$ cat config.mk
export PLATFORM = sky130hd
export DESIGN_NAME = regfile_wb_arbiter
export DESIGN_NICKNAME = d
export VERILOG_FILES = /design/src/rtl/rv32i_pkg.sv /design/src/rtl/wb_slot.sv /design/src/rtl/regfile_wb_arbiter.sv
export SDC_FILE = /design/constraint.sdc
export NUM_CORES = 1
export LEC_CHECK = 0
export ABC_AREA = 1
export BUFFER_PORTS_ARGS = -buffer_cell sky130_fd_sc_hd__buf_2
export CORE_MARGIN = 2
export CORE_UTILIZATION = 51
export CTS_CLUSTER_SIZE = 28
export DETAILED_ROUTE_END_ITERATION = 16
export PLACE_DENSITY = 0.8
export SLEW_MARGIN = 25
export SYNTH_ARGS = -nofsm -noshare
export SYNTH_HDL_FRONTEND = slang
export SYNTH_SLANG_ARGS = --single-unit
$ cat constraint.sdc
create_clock -name clk -period 2.3 [get_ports clk]
set_input_delay 0.23 -clock clk [delete_from_list [all_inputs] [get_ports clk]]
set_output_delay 0.23 -clock clk [all_outputs]
set_load 0.05 [all_outputs]
$ cat src/rtl/rv32i_pkg.sv
// rtl/rv32i_pkg.sv - shared RV32I widths and writeback types
package rv32i_pkg;

  localparam int XLEN = 32;
  localparam int NREG = 32;

  typedef logic [4:0] reg_idx_t;

  typedef struct packed {
    reg_idx_t        rd;
    logic [XLEN-1:0] data;
  } wb_req_t;

  // Round-robin pointer and age bit encodings; the reset value 0 means "ALU".
  typedef enum logic { RR_ALU = 1'b0, RR_LD = 1'b1 } rr_t;
  typedef enum logic { AGE_ALU_OLDER = 1'b0, AGE_LD_OLDER = 1'b1 } age_t;

endpackage

$ cat src/rtl/wb_slot.sv
// rtl/wb_slot.sv - one-entry writeback holding buffer with valid/ready handshake
module wb_slot
  import rv32i_pkg::*;
#(
  parameter int XLEN = rv32i_pkg::XLEN
) (
  input  logic            clk,
  input  logic            rst,
  input  logic            req_valid,
  output logic            req_ready,
  input  reg_idx_t        req_rd,
  input  logic [XLEN-1:0] req_data,
  input  logic            granted,
  output logic            full,
  output reg_idx_t        rd_q,
  output logic [XLEN-1:0] data_q,
  output logic            load
);

  assign req_ready = !full || granted;
  // x0 writes complete the handshake but never occupy the buffer.
  assign load      = req_valid && req_ready && (req_rd != '0);

  always_ff @(posedge clk or negedge rst) begin
    if (!rst) begin
      full   <= 1'b0;
      rd_q   <= '0;
      data_q <= '0;
    end else if (load) begin
      full   <= 1'b1;
      rd_q   <= req_rd;
      data_q <= req_data;
    end else if (granted) begin
      full   <= 1'b0;
    end
  end

endmodule

$ cat src/rtl/regfile_wb_arbiter.sv
// rtl/regfile_wb_arbiter.sv - round-robin ALU/load arbiter for the register file write port
module regfile_wb_arbiter
  import rv32i_pkg::*;
#(
  parameter int XLEN = rv32i_pkg::XLEN,
  parameter int NREG = rv32i_pkg::NREG
) (
  input  logic            clk,
  input  logic            rst,
  input  logic            alu_valid,
  output logic            alu_ready,
  input  reg_idx_t        alu_rd,
  input  logic [XLEN-1:0] alu_data,
  input  logic            ld_valid,
  output logic            ld_ready,
  input  reg_idx_t        ld_rd,
  input  logic [XLEN-1:0] ld_data,
  output logic            rf_write,
  output reg_idx_t        rf_rd,
  output logic [XLEN-1:0] rf_data,
  output logic [NREG-1:0] pending_mask
);

  logic            alu_full, ld_full;
  reg_idx_t        alu_rd_q, ld_rd_q;
  logic [XLEN-1:0] alu_data_q, ld_data_q;
  logic            alu_load, ld_load;
  logic            alu_grant, ld_grant;
  logic            both_full, same_rd;
  rr_t             rr;
  age_t            age;

  wb_slot #(.XLEN(XLEN)) u_alu_slot (
    .clk(clk), .rst(rst),
    .req_valid(alu_valid), .req_ready(alu_ready), .req_rd(alu_rd), .req_data(alu_data),
    .granted(alu_grant), .full(alu_full), .rd_q(alu_rd_q), .data_q(alu_data_q), .load(alu_load)
  );

  wb_slot #(.XLEN(XLEN)) u_ld_slot (
    .clk(clk), .rst(rst),
    .req_valid(ld_valid), .req_ready(ld_ready), .req_rd(ld_rd), .req_data(ld_data),
    .granted(ld_grant), .full(ld_full), .rd_q(ld_rd_q), .data_q(ld_data_q), .load(ld_load)
  );

  assign both_full = alu_full && ld_full;
  assign same_rd   = (alu_rd_q == ld_rd_q);

  // Same-register collisions go strictly by age so the later write wins in the file.
  always_comb begin
    alu_grant = 1'b0;
    ld_grant  = 1'b0;
    if (both_full) begin
      if (same_rd) begin
        ld_grant  = (age == AGE_LD_OLDER);
        alu_grant = (age == AGE_ALU_OLDER);
      end else begin
        ld_grant  = (rr == RR_LD);
        alu_grant = (rr == RR_ALU);
      end
    end else begin
      alu_grant = alu_full;
      ld_grant  = ld_full;
    end
  end

  assign rf_write = alu_grant || ld_grant;
  assign rf_rd    = alu_grant ? alu_rd_q   : (ld_grant ? ld_rd_q   : '0);
  assign rf_data  = alu_grant ? alu_data_q : (ld_grant ? ld_data_q : '0);

  always_ff @(posedge clk or negedge rst) begin
    if (!rst) begin
      rr  <= RR_ALU;
      age <= AGE_ALU_OLDER;
    end else begin
      if (both_full && !same_rd)
        rr <= (rr == RR_ALU) ? RR_LD : RR_ALU;
      // A freshly loaded entry is always the newest; a tie makes the load older.
      if (alu_load)
        age <= AGE_LD_OLDER;
      else if (ld_load)
        age <= AGE_ALU_OLDER;
    end
  end

  always_comb begin
    pending_mask = '0;
    for (int r = 1; r < NREG; r++) begin
      pending_mask[r] = (alu_full && alu_rd_q == reg_idx_t'(r)) ||
                        (ld_full  && ld_rd_q  == reg_idx_t'(r));
    end
  end

endmodule

== After elaboration in Yosys (flattened, before gate mapping) ==
Index checks and enable logic that the tools add are counted.

* Add/sub/neg operators: 0
* Multiply operators: 0
* Div/mod/pow operators: 0
* $lt $le $gt $ge: 0
* Eq/ne operators: 63
* Shift-type cells: 0
* Muxes and demuxes: 15
* Bitwise operators: 2
* Reduce and logical (&&, ||, !) cells: 110

{| class="wikitable"
|+ Operators by type and width
! operator !! number
|-
| $eq 5x5->1 const B || 32
|-
| $eq 5x4->1 const B || 16
|-
| $logic_and 1x1->1 || 68
|-
| $mux 32 || 2
|-
| $eq 5x3->1 const B || 8
|-
| $logic_or 1x1->1 || 34
|-
| $eq 5x2->1 const B || 4
|-
| $mux 1 || 11
|-
| $eq 5x1->1 const B || 2
|-
| $mux 5 || 2
|-
| $reduce_bool 5->1 || 2
|-
| $reduce_bool 2->1 || 3
|-
| $eq 5x5->1 || 1
|-
| $logic_not 1->1 || 3
|-
| $not 1->1 || 2
|}

* Register bits: 78
* Latch bits: 0
* Bits in writable memories: 0
* ROM bits: 0
* Input bits: 78
* Word-level logic and storage cells: 198
* Memories: 0

== Longest topological paths before layout ==
* Word-level depth: 8
* Gate-level depth with buffers: 12
* Gate-level depth less buffers: 10

== Cells and area by module ==
Synthesis repeated with hierarchy kept, for this count alone.

* Cells, all modules: 607
* Area, all modules: 4390.5 um2

{| class="wikitable"
|+ Modules (own cells, without submodules)
! module !! instances !! cells an instance !! area each (um2) !! sequential area each (um2)
|-
| wb_slot || 2 || 170 || 1550.2 || 950.9
|-
| regfile_wb_arbiter || 1 || 267 || 1290.0 || 50.0
|}

== Least setup slack after synthesis ==
OpenSTA, ideal clock, no wires.

* Kind: reg2out
* Start point: reg u_ld_slot.full
* End point: out pending_mask[10]
* Arrival: 1.818 ns
* Path slack: 0.252 ns
* Stages on the path, launching flop included: 6
* Buffers on the path: 2
* Cell sequence: dfrtp_1 inv_1 or2_2 clkbuf_1 clkbuf_1 o22ai_1

* Word-level cells in the longest chain between the ends: 2

{| class="wikitable"
|+ RTL lines
! element !! line !! text
|-
| start, declared || wb_slot.sv:14 || <nowiki>output logic full,</nowiki>
|-
| start signal, assigned || wb_slot.sv:26 || <nowiki>full <= 1'b0;</nowiki>
|-
| start signal, assigned || wb_slot.sv:30 || <nowiki>full <= 1'b1;</nowiki>
|-
| start signal, assigned || wb_slot.sv:34 || <nowiki>full <= 1'b0;</nowiki>
|-
| $logic_and 1x1->1 || regfile_wb_arbiter.sv:89 || <nowiki>(ld_full && ld_rd_q == reg_idx_t'(r));</nowiki>
|-
| $logic_or 1x1->1 || regfile_wb_arbiter.sv:88 || <nowiki>pending_mask[r] = (alu_full && alu_rd_q == reg_idx_t'(r)) ||</nowiki>
|-
| end, declared || regfile_wb_arbiter.sv:21 || <nowiki>output logic [NREG-1:0] pending_mask</nowiki>
|}

No other way between the ends.

== Worst setup path in the final report ==
* Start point: reg u_alu_slot.rd_q[2]
* End point: out rf_data[8]

* Word-level cells in the longest chain between the ends: 5
* Elaborated cells between the ends (all ways): 7

{| class="wikitable"
|+ RTL lines
! element !! line !! text
|-
| start, declared || wb_slot.sv:15 || <nowiki>output reg_idx_t rd_q,</nowiki>
|-
| start signal, assigned || wb_slot.sv:31 || <nowiki>rd_q <= req_rd;</nowiki>
|-
| $eq 5x5->1 (*) || regfile_wb_arbiter.sv:46 || <nowiki>assign same_rd = (alu_rd_q == ld_rd_q);</nowiki>
|-
| $mux 1 || regfile_wb_arbiter.sv:53 || <nowiki>if (same_rd) begin</nowiki>
|-
| $mux 1 || regfile_wb_arbiter.sv:52 || <nowiki>if (both_full) begin</nowiki>
|-
| $mux 32 || regfile_wb_arbiter.sv:68 || <nowiki>assign rf_data = alu_grant ? alu_data_q : (ld_grant ? ld_data_q : '0);</nowiki>
|-
| $mux 32 (*) || regfile_wb_arbiter.sv:68 ||
|-
| end, declared || regfile_wb_arbiter.sv:20 || <nowiki>output logic [XLEN-1:0] rf_data,</nowiki>
|}

Every way passes the cells marked *; elsewhere a longest branch is shown, timed or not.

==> impl_metrics.csv <==
group,metric,value,unit
clocking,cts_root_buf,"clkbuf_8",
placed_design,dp_slack,165.1,ps
clocking,clkSinkCount,78,
global_routing,antenna_found_initial,0,
route,drt_iter0_drc,407,
logic_synthesis,synth_area,4362,um^2
timing,worstMarginPinSlew,727.8,ps
timing,hold_ws,134.1,ps
clocking,clk_pin_slew,90,ps
clocking,numCtsBuffers,9,
hold_path,worst_hold_path.endpoint,"u_ld_slot.data_q[26]$_DFFE_PN0P_",
global_routing,grt_max_degree,79,
timing,fin_skew,13.70,ps
power_and_ir_drop,p_clk_share,11.9,%
critical_path,crit_chain,"nand2_1 -> nand2_1 -> nor2_4 -> nand4_1 -> nand3_4 -> o21ai_4 -> buf_12 -> clkbuf_16 -> nand2_2 -> nand2_2 -> buf_6",
hold_path,worstHoldStart,"ld_data[26]",
timing,hold_viol_final,0,
critical_path,start_kind,"flip-flop",
run_status,violations,"setup timing",
floorplan,dieArea,9308,um^2
floorplan,start_util,52.82,%
placed_design,hpwl,9.057,mm
clocking,clk_path_buf_depth,2,
route,wl,14.70,mm
logic_synthesis,synth_cells,600,
timing,slew-limit-headroom,51.48,%
power_and_ir_drop,p_sw,0.005087,W
clocking,clock_latency,340,ps
layout,fin_nets,831,
critical_path,r2r_slack,170,ps
timing,fmax,415.1,MHz
route,vias_per_cell,5.763,
timing,setup_viol,34,
critical_path,reg2reg_depth,12,
clocking,cts_tree,"yes",
critical_path,cp_slowest_stage_delay,430,ps
timing,finalCritPeriodShare,104.7,%
critical_path,cp.arrival,2180,ps
critical_path,crit_fanout,4,
logic_synthesis,avgSynthCellArea,7.269,um^2
run_status,status,"finished with violations",
logic_synthesis,ys_seq_elements,78,
layout,drive_gt1_share,34.96,%
logic_synthesis,yosysSeqAreaShare,44.75,%
layout,register_area,1962,um^2
floorplan,io_pins,150,
timing,rsz0062_at_grt,"true",
power_and_ir_drop,seqPwrFrac,22.5,%
power_and_ir_drop,p_int,0.004695,W
hold_path,min_path_cells,3,
power_and_ir_drop,report.power.total,0.009782,W
floorplan,rows,33,
hold_path,worstHoldPathType,"primary input to flip-flop",
layout,n_fill_cell,612,
route,ant_nets,0,
logic_synthesis,synth_edf_count,0,
layout,utilization,73.61,%
power_and_ir_drop,p_comb_share,65.6,%
logic_synthesis,synth_ff_type,"dfrtp_1",
critical_path,crit_slowest_cell,"dfrtp_2",
logic_synthesis,ys_types,23,
logic_synthesis,ys.warnings.count,0,
logic_synthesis,postSynthNetCount,678,
layout,areaGrowthSynthToFinish,39.36,%
timing,setup_tns,-2157,ps
route,drt_pre_antenna_iters,5,
critical_path,crit_buf_inv,3,
floorplan,die_w,96.48,um
route,dr_total_vias,4979,
power_and_ir_drop,switching_share,52.00,%
critical_path,end_kind,"primary output",
critical_path,timing.rr.end,"u_alu_slot.data_q[18]$_DFFE_PN0P_",
placed_design,routabilityCongestion,0.9237,
critical_path,worstPathRequired,2070,ps
logic_synthesis,async_flop_share,100.0,%
job,max_cap_violations,0,
global_routing,grt_pass1_wl,21.76,mm
timing,drv_slew,0,
timing,period_minus_slack,2409,ps
global_routing,grt_pass1_vias,4634,
route,wl_per_cell,17.01,um
critical_path,cp_top_family,"simple AND/OR/NAND/NOR gates",
critical_path,reg2reg_from,"u_alu_slot.rd_q[2]$_DFFE_PN0P_",
route,drcViolationCount,0,
power_and_ir_drop,peakVddDrop,1154,uV
placed_design,portBuffers,148,
layout,multi_input_area,2281,um^2
power_and_ir_drop,powerDensity,1609,nW/um^2
power_and_ir_drop,p_leak,3.272,nW
floorplan,core_area,8258,um^2
critical_path,worst-setup-path-type,"flip-flop to primary output",
timing,setup_slack,-108.9,ps
floorplan,fp.dieH,96.48,um
clocking,htree_levels,3,
global_routing,grt_overflow,0,
global_routing,grtUsageTotal,30.36,%
-- worst min-delay path, stage by stage --
cell and delay [ps]:
buf_2 80, nand4_1 80, nand2_1 70
-- sequential cells by signal, indices dropped and copies added (netlist names) --
register,flops
u_alu_slot.data_q,32
u_ld_slot.data_q,32
u_alu_slot.rd_q,5
u_ld_slot.rd_q,5
age,1
rr,1
u_alu_slot.full,1
u_ld_slot.full,1
-- layer usage --
layer / vias to the layer above / GRT usage (%) / part of all wire, % / wire length (um)
li1: 2309 / - / - / -
met1: 2341 / 38.68 / 39 / 5720
met2: 292 / 51.68 / 51 / 7442
met3: 37 / 5.586 / 8.1 / 1197
met4: 0 / 11.38 / 2.3 / 337
met5: - / 0 / 0 / 0
-- layout make-up --
type / count / area share (%)
Multi-Input combinational cell: 457 / 37.53
Sequential cell: 78 / 32.28
Timing Repair Buffer: 189 / 23.22
Clock buffer: 11 / 2.326
Tap cell: 105 / 2.161
Clock inverter: 5 / 1.338
Inverter: 18 / 1.112
Antenna cell: 1 / 0.04117
-- cells in the mapped netlist, types with 2 or more instances --
cell type | instances | area share [%]
nand2_1 | 283 | 24
nor3_1 | 2 | 0.23
nand3_1 | 41 | 4.7
buf_4 | 7 | 1.2
buf_6 | 6 | 1.5
inv_2 | 4 | 0.34
nor2_2 | 2 | 0.29
o22ai_1 | 30 | 4.3
dfrtp_1 | 78 | 45
inv_1 | 14 | 1.2
nor2_1 | 14 | 1.2
nand3_2 | 4 | 0.92
buf_2 | 10 | 1.1
clkbuf_1 | 23 | 2.0
nand4_1 | 74 | 11
-- what timing repair did --
action,in CTS,in global routing
hold endpoints to repair,0,78
pin swaps,3,13
hold buffers,0,1
setup endpoints to repair,38,39
gates cloned,2,1
setup buffers,15,7
gates resized for setup,87,69
-- worst max-delay path by stage --
stage	endpoint	slack, ps	start	depth (start not counted)
after floorplan	pending_mask[10]	250	u_ld_slot.full$_DFFE_PN0P_	5
after global placement	rf_data[5]	190	u_ld_slot.rd_q[2]$_DFFE_PN0P_	12
after detailed placement	rf_data[23]	170	u_alu_slot.rd_q[3]$_DFFE_PN0P_	12
after CTS	rf_data[26]	-30	u_alu_slot.rd_q[3]$_DFFE_PN0P_	13
after global routing	rf_rd[2]	-180	u_alu_slot.rd_q[2]$_DFFE_PN0P_	11
final	rf_data[8]	-110	u_alu_slot.rd_q[2]$_DFFE_PN0P_	11
-- power groups by stage --
| stage | sequential, W | clock [W] | combinational, W |
|---|---|---|---|
| 2_1_floorplan | 0.00209 | 0 | 0.00378 |
| 3_3_place_gp | 0.00217 | 0 | 0.00468 |
| 3_5_place_dp | 0.00219 | 0 | 0.00475 |
| 4_1_cts | 0.00215 | 0.00117 | 0.00582 |
| 5_1_grt | 0.00225 | 0.00123 | 0.00676 |
| 6_report | 0.00220 | 0.00117 | 0.00641 |
-- through the flow --
step	std cells	cell area, um^2
2_1_floorplan	600	4362
3_3_place_gp	822	5121
3_5_place_dp	822	5121
4_1_cts	855	5787
5_1_grt	863	6076
6_report	864	6078
-- kinds of logic (layout without fill, tap and decap cells) --
family | Yosys count | count (layout) | share of synthesized area, %
and+or+nand+nor | 422 | 422 | 42.63
other | 1 | 2 | 0.08598
DFF | 78 | 78 | 44.75
xor gates and xnor gates | 2 | 2 | 0.4017
buffers and inverters | 65 | 223 | 7.515
AOI/OAI and AO/OA | 32 | 32 | 4.618
-- layout by cell type (no fill, tap or decap), types with 14 or more instances in the layout --
cell type,n
nand2_1,245
buf_2,109
nand4_1,74
dfrtp_1,70
nand3_1,40
buf_4,33
buf_6,32
nand2_2,30
o22ai_1,30
nor2_1,14
Power figures use the tool's default switching activity.
